$ cat src/rtl/add_arbiter_pkg.sv
// rtl/add_arbiter_pkg.sv - shared FSM state type and default width for the add arbiter
package add_arbiter_pkg;

  localparam int ADD_WIDTH = 5;

  typedef enum logic [1:0] {
    IDLE = 2'd0,
    EXEC = 2'd1,
    RESP = 2'd2
  } state_t;

endpackage

$ cat src/rtl/add_arbiter_rca5.sv
// rtl/add_arbiter_rca5.sv - WIDTH-bit ripple-carry adder shared by both requesters
module rca5
  import add_arbiter_pkg::*;
#(
  parameter int WIDTH = ADD_WIDTH
) (
  input  logic [WIDTH-1:0] a,
  input  logic [WIDTH-1:0] b,
  input  logic             cin,
  output logic [WIDTH-1:0] sum,
  output logic             cout
);

  logic [WIDTH:0] carry;

  assign carry[0] = cin;

  genvar i;
  for (i = 0; i < WIDTH; i++) begin : g_bit
    assign sum[i]     = a[i] ^ b[i] ^ carry[i];
    assign carry[i+1] = (a[i] & b[i]) | (carry[i] & (a[i] ^ b[i]));
  end

  assign cout = carry[WIDTH];

endmodule

$ cat src/rtl/add_arbiter.sv
// rtl/add_arbiter.sv - round-robin arbiter granting two requesters one shared adder
module add_arbiter
  import add_arbiter_pkg::*;
#(
  parameter int WIDTH = ADD_WIDTH
) (
  input  logic             clk,
  input  logic             rst_n,
  input  logic             req0_valid,
  output logic             req0_ready,
  input  logic [WIDTH-1:0] req0_a,
  input  logic [WIDTH-1:0] req0_b,
  input  logic             req0_cin,
  input  logic             req1_valid,
  output logic             req1_ready,
  input  logic [WIDTH-1:0] req1_a,
  input  logic [WIDTH-1:0] req1_b,
  input  logic             req1_cin,
  output logic             rsp_valid,
  input  logic             rsp_ready,
  output logic             rsp_id,
  output logic [WIDTH-1:0] rsp_sum,
  output logic             rsp_cout,
  output logic             busy
);

  state_t           state;
  state_t           state_nxt;
  logic             ptr;
  logic             sel;
  logic             accept;
  logic [WIDTH-1:0] op_a;
  logic [WIDTH-1:0] op_b;
  logic             op_cin;
  logic [WIDTH-1:0] sum_w;
  logic             cout_w;

  // Pointer only breaks ties; a lone requester wins regardless.
  always_comb begin
    sel = 1'b0;
    if (req0_valid && req1_valid) begin
      sel = ptr;
    end else if (req1_valid) begin
      sel = 1'b1;
    end
  end

  // Gated by rst_n so both readies read 0 while reset is held.
  assign req0_ready = rst_n & (state == IDLE) & req0_valid & ~sel;
  assign req1_ready = rst_n & (state == IDLE) & req1_valid & sel;
  assign accept     = req0_ready | req1_ready;

  assign rsp_valid = (state == RESP);
  assign busy      = (state != IDLE);

  always_comb begin
    state_nxt = state;
    case (state)
      IDLE:    if (accept) state_nxt = EXEC;
      EXEC:    state_nxt = RESP;
      RESP:    if (rsp_ready) state_nxt = IDLE;
      default: state_nxt = IDLE;
    endcase
  end

  always_ff @(posedge clk or negedge rst_n) begin
    if (!rst_n) begin
      state    <= IDLE;
      ptr      <= 1'b0;
      op_a     <= '0;
      op_b     <= '0;
      op_cin   <= 1'b0;
      rsp_id   <= 1'b0;
      rsp_sum  <= '0;
      rsp_cout <= 1'b0;
    end else begin
      state <= state_nxt;
      if (accept) begin
        op_a   <= sel ? req1_a : req0_a;
        op_b   <= sel ? req1_b : req0_b;
        op_cin <= sel ? req1_cin : req0_cin;
        rsp_id <= sel;
        ptr    <= ~sel;
      end
      if (state == EXEC) begin
        rsp_sum  <= sum_w;
        rsp_cout <= cout_w;
      end
    end
  end

  rca5 #(
    .WIDTH(WIDTH)
  ) u_rca5 (
    .a   (op_a),
    .b   (op_b),
    .cin (op_cin),
    .sum (sum_w),
    .cout(cout_w)
  );

endmodule

$ cat config.mk
export PLATFORM = sky130hd
export DESIGN_NAME = add_arbiter
export DESIGN_NICKNAME = d
export VERILOG_FILES = /design/src/rtl/add_arbiter_pkg.sv /design/src/rtl/add_arbiter_rca5.sv /design/src/rtl/add_arbiter.sv
export SDC_FILE = /design/constraint.sdc
export NUM_CORES = 1
export LEC_CHECK = 0
export BUFFER_PORTS_ARGS = -buffer_cell sky130_fd_sc_hd__buf_2
export CAP_MARGIN = 10
export CORE_ASPECT_RATIO = 1.5
export CORE_MARGIN = 5
export CORE_UTILIZATION = 52
export DETAILED_ROUTE_END_ITERATION = 6
export GPL_TIMING_DRIVEN = 0
export PLACE_DENSITY = 0.8
export SLEW_MARGIN = 20
export SYNTH_ARGS = -nofsm -noshare
export SYNTH_HDL_FRONTEND = slang
export SYNTH_SLANG_ARGS = --single-unit
export TNS_END_PERCENT = 5
$ cat constraint.sdc
create_clock -name clk -period 6.81 [get_ports clk]
set_input_delay 1.0215 -clock clk [delete_from_list [all_inputs] [get_ports clk]]
set_output_delay 1.0215 -clock clk [all_outputs]
set_load 0.005 [all_outputs]
==> results of run 1 <==
cell families (layout without fill, tap and decap cells):
family,Yosys count,in the layout,share of synthesized area (%)
AOI/OAI and AO/OA,18,18,15.57
adders and majority gates,5,5,9.228
buffers and inverters,14,55,6.457
DFF,21,21,48.44
muxes,3,3,3.114
and+or+nand+nor,25,25,17.19
registers in the layout (all words and copies together) (netlist names):
signal	cells
op_b	5
ptr	1
rsp_cout	1
op_a	5
op_cin	1
rsp_id	1
state	2
rsp_sum	5
layout by cell type, fill, tap and decap left out, drive strengths merged:
cell and n:
or2 1, buf 40, or3 11, clkbuf 5, o221a 11, clkinv 1, a21oi 2, dfrtp 21
nand2b 3, nand2 5, and2 1, nor2 1, nand3 1, inv 9, mux2 3, nor3b 1
o21ai 4, nand4bb 1, fa 5, o21a 1
power by group:
| group | switching [uW] | total, uW | internal (uW) |
|---|---|---|---|
| clock | 38.8 | 60.8 | 21.9 |
| sequential | 38.2 | 219 | 181 |
| combinational | 83.3 | 186 | 103 |
stage by stage:
step,cells,instance area (um^2)
2_1_floorplan,86,1085
3_3_place_gp,145,1297
3_5_place_dp,145,1297
4_1_cts,149,1325
5_1_grt,149,1325
6_report,149,1325
area by class of cell:
type / count / area share (%)
plain buffers: 5 / 2.738
clock buffers: 3 / 1.700
clock inverters: 1 / 0.3777
inverters: 9 / 2.550
multi-input cells: 51 / 36.92
flip-flops and latches: 21 / 39.66
well taps: 22 / 2.077
repair buffers: 37 / 13.98
worst paths after layout:
check                           start         end  slack [ns]
setup / recovery                rst_n  req1_ready        3.52
hold / removal             rsp_sum[4]  rsp_sum[4]        0.49
setup reg to reg              op_a[0]  rsp_sum[4]        4.24
hold reg to reg            rsp_sum[4]  rsp_sum[4]        0.49
max in group asynchronous       rst_n  rsp_sum[0]        5.80
min in group asynchronous       rst_n     op_b[4]        0.67
worst min-delay path: cells and delay by family, from the launching register on:
family             cells  cell delay (ns)
and+or+nand+nor        1             0.05
DFF                    1             0.36
AOI/OAI and AO/OA      1             0.06
layer usage:
metal / wire length [um] / GRT usage [%]
met5: 0 / 0
met4: 29 / 5.190
met3: 137 / 3.270
met2: 1133 / 26.68
met1: 777 / 19.37
==> results.txt, run 1 <==
The proportion of synthesized flip-flops having asynchronous set or reset is 100.0%. The tools report the hold buffer count at CTS as 0. The hold violation count in the final report came out at 0. The core region is 0.002002 mm^2.

The worst-case clock buffer depth is 2, and the data arrival time of the worst path is 2.27 ns. TritonCTS created 3 clock buffers. The clock period could shrink to 3.290 ns. The die covers 0.003118 mm^2.

The final routed wirelength across all metal layers is 2078 um, and the cell area after technology mapping is 0.001085 mm^2. Ranked by instance count, the synthesized netlist is headed by sky130_fd_sc_hd__dfrtp_1 (21), sky130_fd_sc_hd__or3_1 (11), sky130_fd_sc_hd__inv_1 (9). STA classifies the critical path endpoint as a primary output. Across all hold checks on the routed design, the worst slack comes to 0.4909 ns. STA puts the critical path data required time at 5.79 ns.

The worst hold path passes through 2 cells. The count of state elements after synthesis came out at 21. The tools report the CTS root buffer as sky130_fd_sc_hd__clkbuf_4. Yosys printed 0 warnings. Cell seen most often among critical-path stages: sky130_fd_sc_hd__buf_2. Worst setup path category: primary input to primary output. The initial detailed-routing violation count was 23; the number of enable-type register cells in the synthesized netlist was 0. The static leakage power came out at 0.0006370 uW. For the clock insertion delay at the later pin of the skew report, the log shows 0.31 ns. Setup violations remaining at the end of the flow were counted as 0. The most frequent cell after synthesis is sky130_fd_sc_hd__dfrtp_1. Class of the worst hold path: register to register. The via density per instance was 5.329; the transition time at the pin with the least slew margin was 0.5157 ns.

The critical path goes through buf_2 > nor3b_4 > nand3_4 > buf_6 > inv_1 > buf_2. Setup repair after global routing left no endpoint under its margin. The multi-input combinational cells in the finished layout cover a total of 489.2 um^2. The placement row count is 20.

The run finished with clean final reports. STA classifies the critical path startpoint as a primary input. Via count of the first global-routing pass: 808. In this design, the stage delay of the slowest critical-path cell is 0.42 ns. The worst setup skew after layout was 0.002588 ns.

The clock transition at the register clock pins on the worst setup and hold paths after CTS was 0.12 ns; the initial core utilization was 54.19%. In the final layout, the share of cells above drive strength 1 is 43.31%. Setup total negative slack on the finished layout was measured at 0 ns. After filler insertion, the fill cell instance count of the layout stands at 173. The largest individual stage delay along the critical path comes from the cell sky130_fd_sc_hd__buf_2.

Cell taking the most area after synthesis: sky130_fd_sc_hd__dfrtp_1. The die is 65.94 um tall. The number of resized instances in the post-cts repair step came out at 0. In this run the tightest slew margin relative to its limit is 65.62%.

Max-cap violations in this run came to 0. The most instantiated flip-flop cell in the synthesis netlist is sky130_fd_sc_hd__dfrtp_1. The synthesized design devotes to its leading area cell type 48.44% of total area.

The die is 47.29 um wide. The number of antenna diodes in the final layout is 0. In this run the tool buffered the top-level ports with 37 buffer cells. The worst-case setup slack after placement is 3.473 ns, and the number of nets in the layout is 160. The final total power came out at 466.3 uW. The average cell area after synthesis is 12.61 um^2, and the core utilization of the finished layout is 66.19%. The first global-routing pass estimated 3525 um of wire. The pre-antenna-repair detailed-routing pass consisted of 4 iterations. Along the worst path, the maximum fanout reaches 23. The number of nets in the synthesized netlist is 118. The vias after detailed routing was 794. The detail-routed net length per standard cell came out at 13.95 um. Cell count of the worst reg-to-reg path: 9. IR analysis of the VDD net gives a maximum drop of 158.0 uV. Relative to the synthesized area, the layout overhead comes to 22.15%. The number of pins exceeding their max-slew limit in the final report was 0. The final setup slack of the worst path is 3.520 ns.

The remaining routing DRC violations was 0. The sequential element share of the synthesized area is 48.44%, and the number of ports placed on the die boundary is 38. The logs give 0 for the number of antenna violations at the first check in global routing and 525.5 um^2 for the combined flip-flop and latch cell area. The run gives 1 as the total number of H-tree levels. The largest net degree at the start of global routing is 24. By area the synthesized netlist is led by sky130_fd_sc_hd__dfrtp_1 (48%), sky130_fd_sc_hd__fa_1 (9.2%), sky130_fd_sc_hd__o221a_1 (8.3%), sky130_fd_sc_hd__or3_1 (6.3%), sky130_fd_sc_hd__inv_1 (3.1%). The synthesized netlist contains 23 unique library cells. TritonCTS built the clock tree. The final weighted congestion in routability-driven placement was 0.7340. For this run, the top clock speed supported by timing is 0.3039 GHz. The final critical path takes up 48.32% of the cycle. The cell depth of the worst setup path is 6. For this run the aggregate overflow at the end of global routing stands at 0. Detailed placement ended at an HPWL of 1644 um. Family with the most delay on the worst path: buffers and inverters.

The post-synthesis cell count is 86, and the power density over the cells is 351.9 mW/mm^2. Counting both buffers and inverters, the worst setup path holds a total of 4. In this run the remaining antenna-violating nets after routing total 0.

For the number of post-CTS setup repair buffers, the log shows 0. Across every metal layer, demand over resource in global routing totals 15.87%. The clock drives 21 sinks.
(Power assumes the default switching activity.)
==> inputs of run 2 (changes only) <==
--- a/config.mk
+++ b/config.mk
@@ -5,14 +5,15 @@
 export SDC_FILE = /design/constraint.sdc
 export NUM_CORES = 1
 export LEC_CHECK = 0
+export ABC_AREA = 1
 export BUFFER_PORTS_ARGS = -buffer_cell sky130_fd_sc_hd__buf_2
 export CAP_MARGIN = 10
 export CORE_ASPECT_RATIO = 1.5
 export CORE_MARGIN = 5
-export CORE_UTILIZATION = 52
+export CORE_UTILIZATION = 44
 export DETAILED_ROUTE_END_ITERATION = 6
 export GPL_TIMING_DRIVEN = 0
-export PLACE_DENSITY = 0.8
+export PLACE_DENSITY = 0.71
 export SLEW_MARGIN = 20
 export SYNTH_ARGS = -nofsm -noshare
 export SYNTH_HDL_FRONTEND = slang
==> constraint.sdc (replaced) <==
create_clock -name clk -period 2.7 [get_ports clk]
set_input_delay 0.405 -clock clk [delete_from_list [all_inputs] [get_ports clk]]
set_output_delay 0.405 -clock clk [all_outputs]
set_load 0.005 [all_outputs]
==> results.txt, run 2 <==
The flow ran to the end, and the final reports show no timing, DRC or antenna violations. For the data arrival time of the worst path, the log shows 2.81 ns (+0.54 ns). The power density over the cells was 891.8 mW/mm^2 (+150%). The detailed placer's ending HPWL was 1821 um (+11%); the maximum vdd ir drop was 335.5 uV (+110%). The most numerous cell type found on the critical path is sky130_fd_sc_hd__fa_1.

The run gives 0.001149 mm^2 (+5.9%) as the cell area after technology mapping. In the layout the commonest cells are sky130_fd_sc_hd__nand2_1 (59), sky130_fd_sc_hd__buf_2 (39), sky130_fd_sc_hd__nand3_1 (26). The count of state elements after synthesis works out to 21 (unchanged). For the initial detailed-routing violation count, the log shows 5 (-78%). The slowest stage cell on the critical path was sky130_fd_sc_hd__dfrtp_1. The total core area was 0.002477 mm^2 (+24%).

The sequential fraction of design power came out at 44.4% (-2.6 points). The number of clock buffers inserted by TritonCTS was 3 (unchanged). The die height works out to 72.58 um (+10%).

The tightest min-delay check is of the primary input to async pin type. The tools report the capture point of the worst reg-to-reg path as rsp_sum[4]. The portion of synthesized cell area occupied by the leading cell type works out to 45.75% (-2.7 points). The most common cell in the synthesized netlist is sky130_fd_sc_hd__nand2_1. The width of the chip was 51.72 um (+9.4%); the sequential element share of the synthesized area was 45.75% (-2.7 points).

The worst setup path is launched from a register. The run gives 66.60% (+0.99 points) as the normalized max-slew margin. The logs give 12.2% (-0.8 points) for the share of power burned in the clock network and 219 (+37%) for the number of nets in the layout. The number of iterations in the first detailed-routing pass was 4 (unchanged); the core utilization of the finished layout was 56.16% (-10 points). The slack of the worst reg-to-reg path is 0.13 ns (-4.11 ns), and the hold violation count in the final report is 0 (unchanged).

The static leakage power is 0.0008326 uW (+31%), and the number of post-CTS setup repair buffers is 0 (unchanged). The largest total area in the synthesized netlist belongs to sky130_fd_sc_hd__dfrtp_1. Static timing analysis puts the maximum clock frequency at 0.3891 GHz. The net switching fraction of the power works out to 39.33% (+4.9 points). The start of the worst register-to-register path is op_a[0].

The final weighted congestion in routability-driven placement is 0.6936 (-5.5%), and the hold buffer count at CTS is 0 (unchanged). The part of the power in combinational logic is 43.4% (+3.5 points). The tools report the total number of H-tree levels as 1 (unchanged). The placement row count was 22 (+10%); the transition time at the pin with the least slew margin was 0.5009 ns (-0.01478 ns). The tools report the final routed wirelength across all metal layers as 2200 um (+5.9%). The run gives 0 (unchanged) as the number of resized instances in the post-cts repair step. The detail-routed net length per standard cell was 10.48 um (-25%). Total global routing overflow: 0 (unchanged). The number of antenna violations at the first check in global routing is 0 (unchanged). The worst-case clock buffer depth is 2 (unchanged), and the required time at the endpoint of the critical path is 2.94 ns (-2.85 ns). Walking the worst path, the cells encountered are fa_1 > inv_1 > fa_1 > inv_1 > fa_1 > fa_1 > inv_1 > fa_1 > o21ai_1. Via density per instance: 4.729 (-11%). The global-route total usage across every layer was 13.75% (-2.1 points); the internal power contribution was 752.8 uW (+150%).

The run gives 0.31 ns (about the same) as the clock insertion delay at the later pin of the skew report. Compared with the post-synthesis result, the final layout area differs by 21.13%. The cell count of the worst reg-to-reg path was 9 (unchanged).

Clock transition at the register clock pins on the worst setup and hold paths after CTS: 0.12 ns (about the same). The total clock sinks was 21 (unchanged); the number of pins exceeding their max-slew limit in the final report was 0 (unchanged). Setup repair after global routing left no endpoint under its margin.

Fraction of final layout cells sized beyond drive strength 1: 30.11% (-13 points). The run gives 0 (unchanged) as the remaining routing DRC violations. The type of element capturing the critical path was a register. The die area was 0.003753 mm^2 (+20%).

The global-route wire length before repair is 4015 um (+14%), and the number of library cell types mapped by synthesis is 15 (-35%). Worst setup skew after layout: 0.005820 ns (+0.003232 ns). The total of buffers placed on input and output ports came out at 37 (unchanged).

The worst path uses 95.19% of the clock period. The minimum clock period was 2.570 ns. The net switching power of the design is 488.0 uW (+200%). The largest net degree at the start of global routing is 25 (+4.2%), and the via count of the first global-routing pass is 1024 (+27%). The average cell area after synthesis was 7.921 um^2 (-37%); the count of inserted antenna diode cells was 0 (unchanged). Sorting the synthesized cells by how often they occur yields sky130_fd_sc_hd__nand2_1 (59), sky130_fd_sc_hd__nand3_1 (26), sky130_fd_sc_hd__dfrtp_1 (21). The run gives 46.36% (-7.8 points) as the initial core utilization.

Most instantiated flip-flop cell in the synthesis netlist: sky130_fd_sc_hd__dfrtp_1. The logs give 0 (unchanged) for the yosys synthesis warning count and 177 (+50%) for the number of nets produced by synthesis. The tools report the post-synthesis cell count as 145 (+69%).

The peak fanout along the critical path was 2 (-91%); the proportion of synthesized flip-flops having asynchronous set or reset was 100.0% (unchanged). The number of antenna-violating nets in the routed design was 0 (unchanged); the final total negative setup slack was 0 ns (unchanged). The setup violation total in the final timing report came out at 0 (unchanged).

The biggest cell delay along the critical path came out at 0.43 ns (about the same). TritonCTS built the clock tree. By area the synthesized netlist is led by sky130_fd_sc_hd__dfrtp_1 (46%), sky130_fd_sc_hd__nand2_1 (19%), sky130_fd_sc_hd__nand3_1 (11%), sky130_fd_sc_hd__fa_1 (8.7%), sky130_fd_sc_hd__inv_1 (3.6%). The number of ports placed on the die boundary came out at 38 (unchanged).

The largest registers in the layout are op_a: 5 flops, op_b: 5 flops, rsp_sum: 5 flops. The worst setup path category is register to register. The tools report the vias after detailed routing as 993 (+25%).

The number of max-capacitance violations reported was 0 (unchanged). Number of enable-type register cells in the synthesized netlist: 0 (unchanged). The most common cell after layout, fill and taps aside is sky130_fd_sc_hd__nand2_1.

The root buffer cell chosen for the clock tree is sky130_fd_sc_hd__clkbuf_4.
run 2: worst max-delay path by stage:
stage                      end  slack, ns  startpoint
detailed placement  rsp_sum[4]       0.15     op_a[0]
floorplan           rsp_sum[4]       0.28     op_a[0]
global route        rsp_sum[4]      0.008     op_a[0]
CTS                 rsp_sum[4]       0.12     op_a[0]
global placement    rsp_sum[4]       0.18     op_a[0]
finish              rsp_sum[4]       0.13     op_a[0]
run 2: logic make-up (layout without fill, tap and decap cells):
family / Yosys count / in the layout / share of synthesized area, %
DFF: 21 / 21 / 45.75
adders and majority gates: 5 / 5 / 8.715
AOI/OAI and AO/OA: 5 / 5 / 2.506
buffers and inverters: 22 / 63 / 8.714
and+or+nand+nor: 92 / 92 / 34.31
run 2: power by group through the flow:
stage / clock network (uW) / registers [uW] / logic, uW
6_report: 151 / 551 / 539
5_1_grt: 165 / 570 / 643
4_1_cts: 153 / 551 / 554
3_5_place_dp: 0 / 558 / 552
3_3_place_gp: 0 / 549 / 531
2_1_floorplan: 0 / 548 / 376
run 2: cell type report:
| type | count | area (um^2) |
|---|---|---|
| multi-input cells | 102 | 523.0 |
| clock buffers | 3 | 22.52 |
| fillers | 248 | 1086 |
| flip-flops and latches | 21 | 525.5 |
| plain buffers | 6 | 40.04 |
| well taps | 24 | 30.03 |
| inverters | 16 | 60.06 |
| repair buffers | 37 | 185.2 |
| clock inverters | 1 | 5.005 |
run 2: critical path, delay by kind of cell (launching register included):
family,cells,cell delay [ns]
fa+ha+maj,5,1.73
flops,1,0.43
buf+inv,3,0.21
compound gates,1,0.14
run 2: metal layers:
| layer | track usage [%] | up-vias | part of all wire [%] | wire (um) |
|---|---|---|---|---|
| li1 | - | 531 | - | - |
| met1 | 15.28 | 423 | 42 | 919 |
| met2 | 24.79 | 34 | 49 | 1069 |
| met3 | 0.8180 | 5 | 6.7 | 148 |
| met4 | 8.746 | 0 | 2.9 | 63 |
| met5 | 0 | - | 0 | 0 |
run 2: metrics by stage:
stage	cells	power, uW	cell area [um^2]	setup WS (ns)	hold WS (ns)
6_report	210	1241	1391	0.1298	0.04171
5_1_grt	210	1377	1391	0.008337	0.08554
4_1_cts	210	1259	1391	0.1159	0.05679
3_5_place_dp	206	1111	1364	0.1500	0.4006
3_3_place_gp	206	1079	1364	0.1820	0.3931
2_1_floorplan	145	924.5	1149	0.2811	0.1094
==> inputs of run 3 (changes only) <==
--- a/config.mk
+++ b/config.mk
@@ -13,7 +13,9 @@
 export CORE_UTILIZATION = 44
 export DETAILED_ROUTE_END_ITERATION = 6
 export GPL_TIMING_DRIVEN = 0
+export HOLD_SLACK_MARGIN = 0.06
 export PLACE_DENSITY = 0.71
+export SETUP_SLACK_MARGIN = 0.4
 export SLEW_MARGIN = 20
 export SYNTH_ARGS = -nofsm -noshare
 export SYNTH_HDL_FRONTEND = slang
==> results.txt, run 3 (synthesized netlist as in run 2, its figures left out) <==
Global-route total usage across every layer: 14.13% (+0.37 points). Number of iterations in the first detailed-routing pass: 4 (unchanged). The number of resized instances in the post-cts repair step was 0 (unchanged); the cell depth of the worst setup path was 9 (unchanged). For the hold violation count in the final report, the log shows 0 (unchanged). The critical path goes through fa_1 > inv_1 > fa_1 > inv_1 > fa_2 > fa_2 > inv_2 > fa_1 > o21ai_1. The total global routing overflow came out at 0 (unchanged). CTS placed an instance of sky130_fd_sc_hd__clkbuf_4 at the clock tree root. The worst setup path category was register to register. The tools report the initial detailed-routing violation count as 13 (+8).

Number of max-capacitance violations reported: 0 (unchanged). Among cell families on the critical path, the largest total delay comes from adder cells. The post-route fraction of the period consumed by the critical path came out at 90.59% (-4.6 points).

Number of nets in the layout: 220 (+0.46%). The static leakage power came out at 0.0008346 uW (+0.23%). The final routed wirelength across all metal layers came out at 2321 um (+5.5%).

For the die area, the log shows 0.003753 mm^2 (unchanged). The worst hold path belongs to the class primary input to async pin. Counting stages on the worst path, the most repeated cell is sky130_fd_sc_hd__fa_1.

For the total clock sinks, the log shows 21 (unchanged). The final total negative setup slack is 0 ns (unchanged). The final weighted congestion in routability-driven placement is 0.7054 (+1.7%), and the via count of the first global-routing pass is 977 (-4.6%). The tools report the total number of H-tree levels as 1 (unchanged).

The required time at the endpoint of the critical path is 2.94 ns (about the same). Setup repair after global routing could not meet its margin everywhere. The total core area came out at 0.002477 mm^2 (unchanged). The fraction of final layout cells sized beyond drive strength 1 was 32.09% (+2.0 points). The via density per instance was 4.758 (+0.63%); the die height was 72.58 um (unchanged).

The most common cell after layout, fill and taps aside is sky130_fd_sc_hd__nand2_1. The data arrival time of the worst path is 2.68 ns (-0.13 ns). For the clock insertion delay at the later pin of the skew report, the log shows 0.30 ns (about the same).

Slowest stage cell on the critical path: sky130_fd_sc_hd__dfrtp_1. Clock transition at the register clock pins on the worst setup and hold paths after CTS: 0.12 ns (about the same). The run gives 22 (unchanged) as the placement row count.

Final total power: 1265 uW (+2.0%). The number of clock buffers inserted by TritonCTS is 3 (unchanged). The total of buffers placed on input and output ports was 37 (unchanged); the detailed placer's ending HPWL was 1925 um (+5.7%). The setup violation total in the final timing report was 0 (unchanged). The width of the chip works out to 51.72 um (unchanged). The number of pins exceeding their max-slew limit in the final report is 0 (unchanged), and the peak fanout along the critical path is 2 (unchanged). Initial core utilization: 46.36% (unchanged).

The largest registers in the layout are op_a: 5 flops, op_b: 5 flops, rsp_sum: 5 flops. The buffer and inverter count on the worst path was 3 (unchanged). The biggest cell delay along the critical path is 0.43 ns (about the same), and the global-route wire length before repair is 4064 um (+1.2%). The tools report the worst setup skew after layout as 0.001757 ns (-0.004063 ns). STA classifies the critical path startpoint as a register. The detail-routed net length per standard cell is 11.00 um (+5.0%), and the number of antenna-violating nets in the routed design is 0 (unchanged). The area growth from synthesis to layout is 22.22%. The minimum clock period is 2.446 ns (-0.1242 ns).

The flow ran to the end, and the final reports show no timing, DRC or antenna violations. Count of inserted antenna diode cells: 0 (unchanged). Power density over the cells: 901.1 mW/mm^2 (+1.0%).

The library cells used most frequently in the layout, excluding fill and tap cells, are sky130_fd_sc_hd__nand2_1 (59), sky130_fd_sc_hd__buf_2 (39), sky130_fd_sc_hd__nand3_1 (26). The transition time at the pin with the least slew margin is 0.5127 ns (+0.01174 ns), and the hold buffer count at CTS is 0 (unchanged). The normalized max-slew margin came out at 65.82% (-0.78 points). The number of ports placed on the die boundary came out at 38 (unchanged). Maximum achievable frequency: 0.4088 GHz (+5.1%). Worst-case clock buffer depth: 2 (unchanged).

The run gives 1004 (+1.1%) as the vias after detailed routing. Cell count of the worst reg-to-reg path: 9 (unchanged). The worst setup path is captured at a register. For the maximum vdd ir drop, the log shows 362.6 uV (+8.1%). TritonCTS built the clock tree. For the number of antenna violations at the first check in global routing, the log shows 0 (unchanged). The logs give 0 (unchanged) for the remaining routing DRC violations and 25 (unchanged) for the largest net degree at the start of global routing.
==> run 3: worst paths after layout <==
kind,startpoint,end,slack (ns)
min in group clk,rsp_ready,state[1],0.28
setup reg to reg,op_a[0],rsp_sum[4],0.25
hold / removal,rst_n,state[1],0.06
setup / recovery,op_a[0],rsp_sum[4],0.25
max in group asynchronous,rst_n,op_b[3],2.30
hold reg to reg,rsp_sum[0],rsp_sum[0],0.48
==> run 3: layer usage <==
metal	vias up	part of all wire, %	track usage, %
met5	-	0	0
met4	0	1.7	7.872
met3	2	6.5	1.636
met2	31	53	26.49
met1	438	39	14.74
li1	533	-	-
==> run 3: final cells by class <==
| cell class | instances | area, um^2 |
|---|---|---|
| fillers | 258 | 1074 |
| multi-input cells | 102 | 528.0 |
| flip-flops and latches | 21 | 525.5 |
| repair buffers | 38 | 192.7 |
| inverters | 16 | 60.06 |
| plain buffers | 6 | 40.04 |
| well taps | 24 | 30.03 |
| clock buffers | 3 | 22.52 |
| clock inverters | 1 | 5.005 |
==> run 3: repair_timing <==
action                                  CTS  global route
setup buffers                             0             1
endpoints found under the setup margin    1             2
gates cloned                              0             0
==> run 3: metrics by stage <==
step	util (%)	instances	cell area (um^2)	worst slack [ns]	hold WS, ns
floorplan	-	145	1154	0.3698	0.1094
global placement	55.25	206	1369	0.2903	0.3949
detailed placement	55.25	206	1369	0.2627	0.4048
CTS	56.36	210	1396	0.2375	0.06481
global route	56.67	211	1404	0.1419	0.09963
finish	56.67	211	1404	0.2540	0.05794
==> run 3: power by group <==
| group | switching, uW | internal (uW) | total (uW) |
|---|---|---|---|
| combinational | 309 | 254 | 563 |
| sequential | 94.0 | 459 | 553 |
| clock | 94.2 | 55.2 | 149 |
